[src/rtl/ddr_read_streamer_pkg.sv]
// Shared DDR types plus the read-streamer state encoding, so the streamer
// and the arbiter bench agree on both.
package ddr_read_streamer_pkg;

    localparam int unsigned DDR_ADDR_W = 32;
    localparam int unsigned DDR_DATA_W = 32;

    typedef logic [DDR_ADDR_W-1:0] ddr_address_t;
    typedef logic [DDR_DATA_W-1:0] ddr_data_t;

    typedef enum logic [2:0] {
        StIdle,
        StReq,
        StHold,
        StDrain,
        StDone
    } ddr_rs_state_e;

endpackage

[src/rtl/sync_fifo.sv]
// Single-clock FIFO with occupancy count; a push and a pop in the same
// cycle are accepted even when full.
module sync_fifo #(
    parameter int unsigned WIDTH = 32,
    parameter int unsigned DEPTH = 8,
    localparam int unsigned AW = $clog2(DEPTH),
    localparam int unsigned CW = $clog2(DEPTH) + 1
) (
    input  logic             clk_i,
    input  logic             rst_i,
    input  logic             push_i,
    input  logic [WIDTH-1:0] push_data_i,
    input  logic             pop_i,
    output logic [WIDTH-1:0] pop_data_o,
    output logic [CW-1:0]    count_o,
    output logic             empty_o,
    output logic             full_o
);

    logic [WIDTH-1:0] mem [DEPTH];
    logic [AW-1:0]    wr_ptr_q;
    logic [AW-1:0]    rd_ptr_q;
    logic [CW-1:0]    count_q;
    logic             do_push;
    logic             do_pop;

    assign empty_o    = (count_q == '0);
    assign full_o     = (count_q == CW'(DEPTH));
    assign count_o    = count_q;
    assign do_pop     = pop_i && !empty_o;
    assign do_push    = push_i && (!full_o || do_pop);
    assign pop_data_o = empty_o ? '0 : mem[rd_ptr_q];

    always_ff @(posedge clk_i) begin
        if (do_push) begin
            mem[wr_ptr_q] <= push_data_i;
        end
    end

    always_ff @(posedge clk_i) begin
        if (rst_i) begin
            wr_ptr_q <= '0;
            rd_ptr_q <= '0;
            count_q  <= '0;
        end else begin
            if (do_push) begin
                wr_ptr_q <= wr_ptr_q + AW'(1);
            end
            if (do_pop) begin
                rd_ptr_q <= rd_ptr_q + AW'(1);
            end
            count_q <= count_q + CW'(do_push) - CW'(do_pop);
        end
    end

endmodule

[src/rtl/ddr_read_streamer.sv]
// Issues sequential single-word DDR reads and streams the returned words
// downstream through a small FIFO; one transfer at a time.
module ddr_read_streamer
    import ddr_read_streamer_pkg::*;
#(
    parameter int unsigned FIFO_DEPTH  = 8,
    parameter int unsigned LEN_W       = 16,
    parameter int unsigned ADDR_STRIDE = 1
) (
    input  logic             clk_i,
    input  logic             rst_i,
    input  logic             start_i,
    input  ddr_address_t     base_addr_i,
    input  logic [LEN_W-1:0] len_i,
    output logic             busy_o,
    output logic             done_o,
    output ddr_address_t     ddr_address_o,
    output logic             ddr_r_en_o,
    input  ddr_data_t        ddr_r_data_i,
    input  logic             ddr_r_valid_i,
    output ddr_data_t        s_data_o,
    output logic             s_valid_o,
    input  logic             s_ready_i
);

    localparam int unsigned CW = $clog2(FIFO_DEPTH) + 1;

    ddr_rs_state_e    state_q;
    ddr_address_t     addr_q;
    logic [LEN_W-1:0] remaining_q;
    logic [CW-1:0]    fifo_count;
    logic [CW-1:0]    next_count;
    logic             fifo_empty;
    logic             fifo_full;
    logic             push;
    logic             pop;

    assign push          = (state_q == StReq) && ddr_r_valid_i;
    assign pop           = s_valid_o && s_ready_i;
    assign s_valid_o     = !fifo_empty;
    assign ddr_address_o = addr_q;
    // Occupancy after this edge, counting both a push and a pop.
    assign next_count    = fifo_count + CW'(push) - CW'(pop);

    sync_fifo #(
        .WIDTH (DDR_DATA_W),
        .DEPTH (FIFO_DEPTH)
    ) u_fifo (
        .clk_i       (clk_i),
        .rst_i       (rst_i),
        .push_i      (push),
        .push_data_i (ddr_r_data_i),
        .pop_i       (pop),
        .pop_data_o  (s_data_o),
        .count_o     (fifo_count),
        .empty_o     (fifo_empty),
        .full_o      (fifo_full)
    );

    always_ff @(posedge clk_i) begin
        if (rst_i) begin
            state_q     <= StIdle;
            addr_q      <= '0;
            remaining_q <= '0;
            busy_o      <= 1'b0;
            done_o      <= 1'b0;
            ddr_r_en_o  <= 1'b0;
        end else begin
            case (state_q)
                StIdle: begin
                    if (start_i) begin
                        busy_o <= 1'b1;
                        if (len_i != '0) begin
                            addr_q      <= base_addr_i;
                            remaining_q <= len_i;
                            ddr_r_en_o  <= 1'b1;
                            state_q     <= StReq;
                        end else begin
                            done_o  <= 1'b1;
                            state_q <= StDone;
                        end
                    end
                end
                StReq: begin
                    if (ddr_r_valid_i) begin
                        addr_q      <= addr_q + ddr_address_t'(ADDR_STRIDE);
                        remaining_q <= remaining_q - LEN_W'(1);
                        if (remaining_q == LEN_W'(1)) begin
                            ddr_r_en_o <= 1'b0;
                            state_q    <= StDrain;
                        end else if (next_count >= CW'(FIFO_DEPTH)) begin
                            ddr_r_en_o <= 1'b0;
                            state_q    <= StHold;
                        end
                    end
                end
                StHold: begin
                    if (next_count < CW'(FIFO_DEPTH)) begin
                        ddr_r_en_o <= 1'b1;
                        state_q    <= StReq;
                    end
                end
                StDrain: begin
                    if (next_count == '0) begin
                        done_o  <= 1'b1;
                        state_q <= StDone;
                    end
                end
                StDone: begin
                    done_o  <= 1'b0;
                    busy_o  <= 1'b0;
                    state_q <= StIdle;
                end
                default: begin
                    state_q <= StIdle;
                end
            endcase
        end
    end

endmodule

[config.mk]
export PLATFORM = sky130hd
export DESIGN_NAME = ddr_read_streamer
export DESIGN_NICKNAME = d
export VERILOG_FILES = /design/src/rtl/ddr_read_streamer_pkg.sv /design/src/rtl/sync_fifo.sv /design/src/rtl/ddr_read_streamer.sv
export SDC_FILE = /design/constraint.sdc
export NUM_CORES = 1
export LEC_CHECK = 0
export BUFFER_PORTS_ARGS = -buffer_cell sky130_fd_sc_hd__buf_4
export CORE_MARGIN = 2
export CORE_UTILIZATION = 36
export CTS_CLUSTER_DIAMETER = 60
export CTS_CLUSTER_SIZE = 16
export DETAILED_ROUTE_END_ITERATION = 12
export GPL_ROUTABILITY_DRIVEN = 1
export HOLD_SLACK_MARGIN = 0.1
export SYNTH_ARGS = -nofsm -noshare
export SYNTH_HDL_FRONTEND = slang
export SYNTH_SLANG_ARGS = --single-unit
[constraint.sdc]
create_clock -name clk_i -period 4.26 [get_ports clk_i]
set_input_delay 0.639 -clock clk_i [delete_from_list [all_inputs] [get_ports clk_i]]
set_output_delay 0.639 -clock clk_i [all_outputs]
set_load 0.01 [all_outputs]
==> results of run 1 <==
-- metal layers --
metal	up-vias	part of all wire [%]	global-route usage, %	wire (um)
met5	-	0.051	0	16
met1	4302	44	21.79	13830
met4	2	1.6	3.539	505
li1	4007	-	-	-
met3	38	5.3	2.520	1648
met2	201	49	26.30	15180
-- cell usage after synthesis (2+ instances only) --
library cell,number,area share (%)
inv_1,21,0.57
o21ai_0,38,1.4
a32o_1,5,0.36
mux2i_1,38,2.8
xnor2_1,5,0.32
mux4_2,64,10
o32ai_1,3,0.19
a21oi_1,58,2.1
dfxtp_1,67,9.7
nor3_1,11,0.40
nor2_1,84,2.3
o21a_1,3,0.16
edfxtp_1,256,56
a22o_1,2,0.13
o41ai_1,4,0.25
o22ai_1,5,0.23
nand3_1,15,0.54
a211o_1,2,0.13
buf_2,21,0.76
clkbuf_1,31,0.84
a31oi_1,5,0.23
a22oi_1,5,0.27
a21o_1,8,0.43
nand4_1,6,0.27
buf_1,6,0.16
and4_1,4,0.25
and3_1,9,0.41
ha_1,14,1.3
nand2b_1,6,0.27
nand4b_1,3,0.19
nor2b_1,4,0.18
o21ai_1,3,0.11
nor3b_1,10,0.54
fa_1,2,0.29
o31a_1,2,0.13
and2_1,7,0.32
a311oi_1,3,0.19
nand2_1,75,2.0
a211oi_1,10,0.54
o31ai_1,10,0.54
xor2_1,3,0.19
nor3_2,2,0.14
nor4_1,10,0.45
-- layout by cell type (no fill, tap or decap), types with 14 or more instances in the layout --
cell	count
clkbuf_16	30
edfxtp_1	256
dfxtp_1	64
a21oi_1	58
nand3_1	15
buf_4	171
mux4_2	64
ha_1	14
mux2i_1	38
nor2_1	82
nand2_1	75
o21ai_0	38
inv_1	21
-- final timing paths --
| check | start | end | slack, ns | depth (start not counted) |
|---|---|---|---|---|
| max | register | s_data_o[14] | 0.92 | 5 |
| min | ddr_r_data_i[24] | u_fifo.mem[1][24] | 0.29 | 1 |
| max reg2reg | u_fifo.count_o[2] | ddr_r_en_o | 1.21 | 14 |
| min reg2reg | remaining_q[11] | remaining_q[11] | 0.49 | 2 |
-- layout make-up --
class                      instances  area, um^2
clock buffer                      43       819.5
clock inverter                    11       190.2
fill                            3410       21130
inverter                          22       82.58
multi-input combinational        557        4519
sequential                       323        9035
tap                              511       639.4
timing repair buffer             174        1344
-- metrics by stage --
step           utilization, %  area, um^2  total power [mW]  std cells
2_1_floorplan               -       13830             6.247        961
3_5_place_dp            41.37       15620             7.453       1587
6_report                44.05       16630             10.10       1641
3_3_place_gp            41.37       15620             7.424       1587
4_1_cts                 44.05       16630             10.23       1641
5_1_grt                 44.05       16630             10.71       1641
-- worst register-to-register path, delay by kind of cell, from the launching register on --
kind	cells	cell delay, ns
buf+inv	3	0.55
simple gates	2	0.29
fa+ha+maj	3	0.64
flops	1	0.30
compound gates	5	1.03
xor+xnor	1	0.15
-- power groups by stage --
| stage | logic [mW] | registers [mW] | clock network (mW) |
|---|---|---|---|
| 3_3_place_gp | 3.33 | 4.10 | 0 |
| 2_1_floorplan | 2.28 | 3.97 | 0 |
| 5_1_grt | 3.68 | 4.08 | 2.95 |
| 3_5_place_dp | 3.35 | 4.10 | 0 |
| 6_report | 3.31 | 4.03 | 2.76 |
| 4_1_cts | 3.37 | 4.03 | 2.82 |
-- state kept, by name, indices dropped and copies added, names as in the netlist, named ones only --
name and count:
busy_o 1, ddr_address_o 32, ddr_r_en_o 1, done_o 1, remaining_q 16, state_q 3, u_fifo.count_o 4, u_fifo.mem 256
u_fifo.rd_ptr_q 3, u_fifo.wr_ptr_q 3
-- cells by family (layout without fill, tap and decap cells) --
kind of cell / count (synthesis) / in the layout / synth area share, %
mux: 102 / 102 / 13.18
xor+xnor: 8 / 8 / 0.5068
fa+ha+maj: 16 / 16 / 1.556
compound gates: 173 / 173 / 7.855
simple gates: 258 / 258 / 9.167
flops: 323 / 323 / 65.30
buf+inv: 81 / 250 / 2.443
==> key figures, run 1 <==
Outcome
  • Outcome: finished clean

Power
  • PD cells: 607.1 mW/mm^2
  • Internal: 6.770 mW
  • Comb pwr share: 32.8%
  • Clock share of power: 27.3%
  • Psw: 3.326 mW
  • Sw frac: 32.95%
  • Maximum vdd drop: 0.2945 mV
  • Pleak: 5.669 nW
  • Reg power frac: 39.9%

Drt
  • Vias: 8550
  • Detail Route Antenna Nets: 0
  • Vias per Instance: 5.210
  • Initial DRC count: 472
  • Routed WL: 31.18 mm
  • TritonRoute pass-1 iters: 4
  • DR WL/cell: 19.00 um
  • DRC: 0

Hold path
  • HP Class: primary input to register

Timing
  • Final setup vio count: 0
  • Fin Hold WS: 0.2918 ns
  • Setup_tns: 0 ns
  • Setup ws final: 0.9219 ns
  • Final period util: 78.36%
  • RSZ-0062 raised after global routing: false
  • Relative slew margins: 23.42%
  • Final Hold Viols: 0
  • Fin. max-slew vios: 0
  • Final Skew: 0.01756 ns
  • Max frequency: 299.6 MHz
  • Clock period minus worst slack: 3.338 ns
  • Worst slew pin tran: 1.149 ns

Yosys
  • Synth Register Bits: 323
  • Main synth FF type: edfxtp_1
  • Syn Nets: 1062
  • Part of the Yosys area used for sequential elements: 65.30%
  • Synth Warn #: 0
  • Async SR Flop Fraction: 0%
  • Post-synth EDFFs: 256
  • Synth cell types: 64
  • Synth Cell Area: 0.01383 mm^2
  • Syn Area/Cell: 14.39 um^2
  • Syn Inst Count: 961

Clock network
  • CTS tree: built
  • Sink Count: 323
  • H-tree Lvls: 1
  • Root buffer cell: clkbuf_16
  • Clock slew at reported path FFs: 0.07 ns
  • Clock Tree Buf Depth: 3
  • Hold_buf cts: 0
  • Inserted Clock Buffers: 29
  • Post-CTS Resized: 0
  • Clock Latency Late Sink: 0.58 ns
  • Post-CTS Setup Inserts: 0

Worst setup path
  • Data required, critical path: 3.62 ns
  • Setup CP Type: register to output port
  • Max incr delay on CP: 0.75 ns
  • Critical Path End Type: output port
  • Worst EP arrival: 2.70 ns
  • Critical Path Source Type: register
  • Crit path top cell by count: buf_4
  • Slowest cell on crit path: dfxtp_4
  • Worst path bufs/invs: 2
  • CP delay by family, top: flip-flops
  • CP Cell Sequence: buf_4 -> mux4_2 -> mux2i_1 -> nor2_1 -> buf_4
  • Largest fanout on the critical path: 29

Floorplanning
  • IO Count: 153
  • Die Ht: 200.0 um
  • Starting density of the core: 36.62%
  • Core Box Area: 0.03776 mm^2
  • Die width: 200.0 um
  • Site Rows: 71
  • Total die area: 0.03999 mm^2

Cells and area
  • Share of cells above drive strength 1: 26.99%
  • Area growth, synth to finish: 20.27%
  • # diodes: 0
  • Net count, final: 1208

GRT
  • First-pass GRT wire length: 48.64 mm
  • Initial antenna violation count: 1
  • Congestion Overflow GR: 0
  • Largest net degree at the start of global routing: 68
  • Tot GR Track Use: 15.76%
  • Vias in the first global route: 8400

Place
  • HPWL after DPL: 19.50 mm
  • Buffers on Ports: 152
  • Routability cong.: 0.8335
  • Post-place setup slack: 1.195 ns

Flow run
  • Max Cap Violations: 0
Power figures use the tool's default switching activity.
==> run 2, diff against run 1 <==
==> constraint.sdc (replaced) <==
create_clock -name clk_i -period 3.36 [get_ports clk_i]
set_input_delay 0.504 -clock clk_i [delete_from_list [all_inputs] [get_ports clk_i]]
set_output_delay 0.504 -clock clk_i [all_outputs]
set_load 0.01 [all_outputs]
==> run 2 against run 1 <==
Net effect:
- utilization up 0.13 points
- global-route usage grew 0.085 points
- register-to-register slack got worse by 0.53 ns
- sequential power up 26%
- wire length up 1.2%
- via count is 0.26% higher
- non-clock buffer count increased by 9
- clock power increased by 21%
- clock-buffer cell count is 1 higher
- die area is the same
- first-iteration DRC count rose by 21%
- critical endpoint is now s_data_o[0]
==> key figures, run 2 (synthesis gave the netlist of run 1 again) <==
Outcome
  • Outcome: finished clean

GRT
  • Tot GR Track Use: 15.84% (+0.085 points)
  • Largest net degree at the start of global routing: 79 (+16%)
  • Initial antenna violation count: 0 (-1)
  • Congestion Overflow GR: 0 (unchanged)
  • First-pass GRT wire length: 48.86 mm (+0.45%)
  • Vias in the first global route: 8488 (+1.0%)

Timing
  • Final Hold Viols: 0 (unchanged)
  • Setup ws final: 0.3115 ns (-0.6105 ns)
  • Clock period minus worst slack: 3.049 ns
  • Worst slew pin tran: 0.8761 ns (-0.2727 ns)
  • RSZ-0062 raised after global routing: false
  • Final Skew: 0.01444 ns (-0.003120 ns)
  • Max frequency: 328.0 MHz
  • Relative slew margins: 41.59% (+18 points)
  • Final period util: 90.73%
  • Fin. max-slew vios: 0 (unchanged)
  • Final setup vio count: 0 (unchanged)

Hold path
  • HP Class: primary input to register
  • WHS Path Cells: 1 (unchanged)
  • Min-Delay Startpoint: ddr_r_data_i[9]
  • Worst Hold End: u_fifo.mem[6][9]

Cells and area
  • Final non-filler cell total: 1651 (+0.61%)
  • Net count, final: 1218 (+0.83%)
  • # diodes: 0 (unchanged)
  • Commonest cells after routing, fill and taps aside: 256 x edfxtp_1, 178 x buf_4, 82 x nor2_1
  • Final core occ: 44.18% (+0.13 points)
  • Footprint of the multi-input gates: 0.004519 mm^2 (unchanged)
  • Sequential cell area: 0.009035 mm^2 (unchanged)
  • Max FFs per register: 256 (unchanged)
  • Area growth, synth to finish: 20.62%
  • Layout fillers: 3413 (+0.088%)
  • Commonest non-fill, non-tap cell in the layout: edfxtp_1
  • Share of cells above drive strength 1: 27.46% (+0.46 points)
  • Reg with most FFs: u_fifo.mem

Power
  • PD cells: 759.4 mW/mm^2 (+25%)
  • Pleak: 5.706 nW (+0.66%)
  • Sw frac: 33.45% (+0.50 points)
  • Maximum vdd drop: 0.4146 mV (+41%)
  • Comb pwr share: 33.7% (+0.9 points)
  • Internal: 8.429 mW (+25%)
  • Psw: 4.236 mW (+27%)
  • Clock share of power: 26.4% (-0.9 points)
  • Reg power frac: 39.9% (about the same)

Drt
  • Routed WL: 31.57 mm (+1.2%)
  • Vias per Instance: 5.192 (-0.35%)
  • DRC: 0 (unchanged)
  • Initial DRC count: 572 (+21%)
  • DR WL/cell: 19.12 um (+0.62%)
  • TritonRoute pass-1 iters: 4 (unchanged)
  • Detail Route Antenna Nets: 0 (unchanged)
  • Vias: 8572 (+0.26%)

Place
  • Post-place setup slack: 0.6976 ns (-0.4974 ns)
  • Routability cong.: 0.7946 (-4.7%)
  • HPWL after DPL: 20.25 mm (+3.8%)
  • Buffers on Ports: 152 (unchanged)
  • Cell count after placement: 1596 (+0.57%)

Floorplanning
  • IO Count: 153 (unchanged)
  • Total die area: 0.03999 mm^2 (unchanged)
  • Die Ht: 200.0 um (unchanged)
  • Core Box Area: 0.03776 mm^2 (unchanged)
  • Site Rows: 71 (unchanged)
  • Die width: 200.0 um (unchanged)
  • Starting density of the core: 36.62% (unchanged)

Worst setup path
  • Max incr delay on CP: 0.55 ns (-0.20 ns)
  • Worst R2R Setup Slack: 0.68 ns (-0.53 ns)
  • Reg2reg start: u_fifo.count_o[2]
  • Largest fanout on the critical path: 19 (-34%)
  • Worst path bufs/invs: 2 (unchanged)
  • CP delay by family, top: multiplexers
  • Worst EP arrival: 2.54 ns (-0.16 ns)
  • FF-to-FF End: u_fifo.mem[2][8]
  • Slowest cell on crit path: mux4_2
  • CP Cell Sequence: buf_4 -> mux4_2 -> mux2i_1 -> nor2_1 -> buf_4
  • Critical Path Source Type: register
  • Worst Reg-to-Reg Cells: 8 (-6)
  • Data required, critical path: 2.86 ns (-0.76 ns)
  • Crit path top cell by count: buf_4
  • Critical Path End Type: output port
  • Setup CP Type: register to output port

Clock network
  • Clock Tree Buf Depth: 3 (unchanged)
  • CTS tree: built
  • Inserted Clock Buffers: 30 (+3.4%)
  • Hold_buf cts: 0 (unchanged)
  • Post-CTS Resized: 0 (unchanged)
  • Post-CTS Setup Inserts: 0 (unchanged)
  • Clock slew at reported path FFs: 0.07 ns (about the same)
  • Sink Count: 323 (unchanged)
  • Root buffer cell: clkbuf_16
  • Clock Latency Late Sink: 0.55 ns (-0.03 ns)
  • H-tree Lvls: 1 (unchanged)

Flow run
  • Max Cap Violations: 0 (unchanged)
## run 2: changes by cell type in the layout (fill, tap and decap cells not counted), sizes merged
cell and change:
clkinv +1, buf +9, bufinv -3, clkbuf +1, clkinvlp -1, inv +3
## run 2: layout make-up
| cell class | instances | area share, % |
|---|---|---|
| sequential | 323 | 54.17 |
| tap | 511 | 3.833 |
| multi-input combinational | 557 | 27.10 |
| clock buffer | 44 | 5.004 |
| clock inverter | 11 | 0.7877 |
| timing repair buffer | 183 | 8.612 |
| inverter | 22 | 0.4951 |
## run 2: per-layer routing
layer / routed length [um] / track usage (%) / vias to the layer above
li1: - / - / 4045
met1: 14350 / 21.92 / 4282
met2: 15090 / 26.26 / 198
met3: 1375 / 2.117 / 47
met4: 742 / 4.582 / 0
met5: 0 / 0 / -
## run 2: power by group through the flow
stage                     logic [mW]  registers [mW]  clock network, mW
after floorplan                 2.89            5.03                  0
after global placement          4.29            5.13                  0
after detailed placement        4.32            5.14                  0
after CTS                       4.34            5.06               3.41
after global routing            4.76            5.12               3.57
final                           4.27            5.06               3.34
## run 2: worst max path at each step
stage,from,endpoint,depth (start not counted)
floorplan,u_fifo.count_o[2],u_fifo.mem[2][0],9
global placement,u_fifo.count_o[2],u_fifo.mem[1][23],8
detailed placement,u_fifo.count_o[2],u_fifo.mem[1][23],8
CTS,register,s_data_o[27],5
global route,register,s_data_o[0],5
finish,register,s_data_o[0],5
## run 2: stage by stage
step	instance area [um^2]	power (mW)	hold WS, ns	TNS (ns)
after floorplan	13830	7.920	0.4533	-166.52
after global placement	15710	9.419	0.4745	0
after detailed placement	15710	9.462	0.4815	0
after CTS	16680	12.81	0.1505	0
after global routing	16680	13.45	0.1583	0
final	16680	12.67	0.1810	0
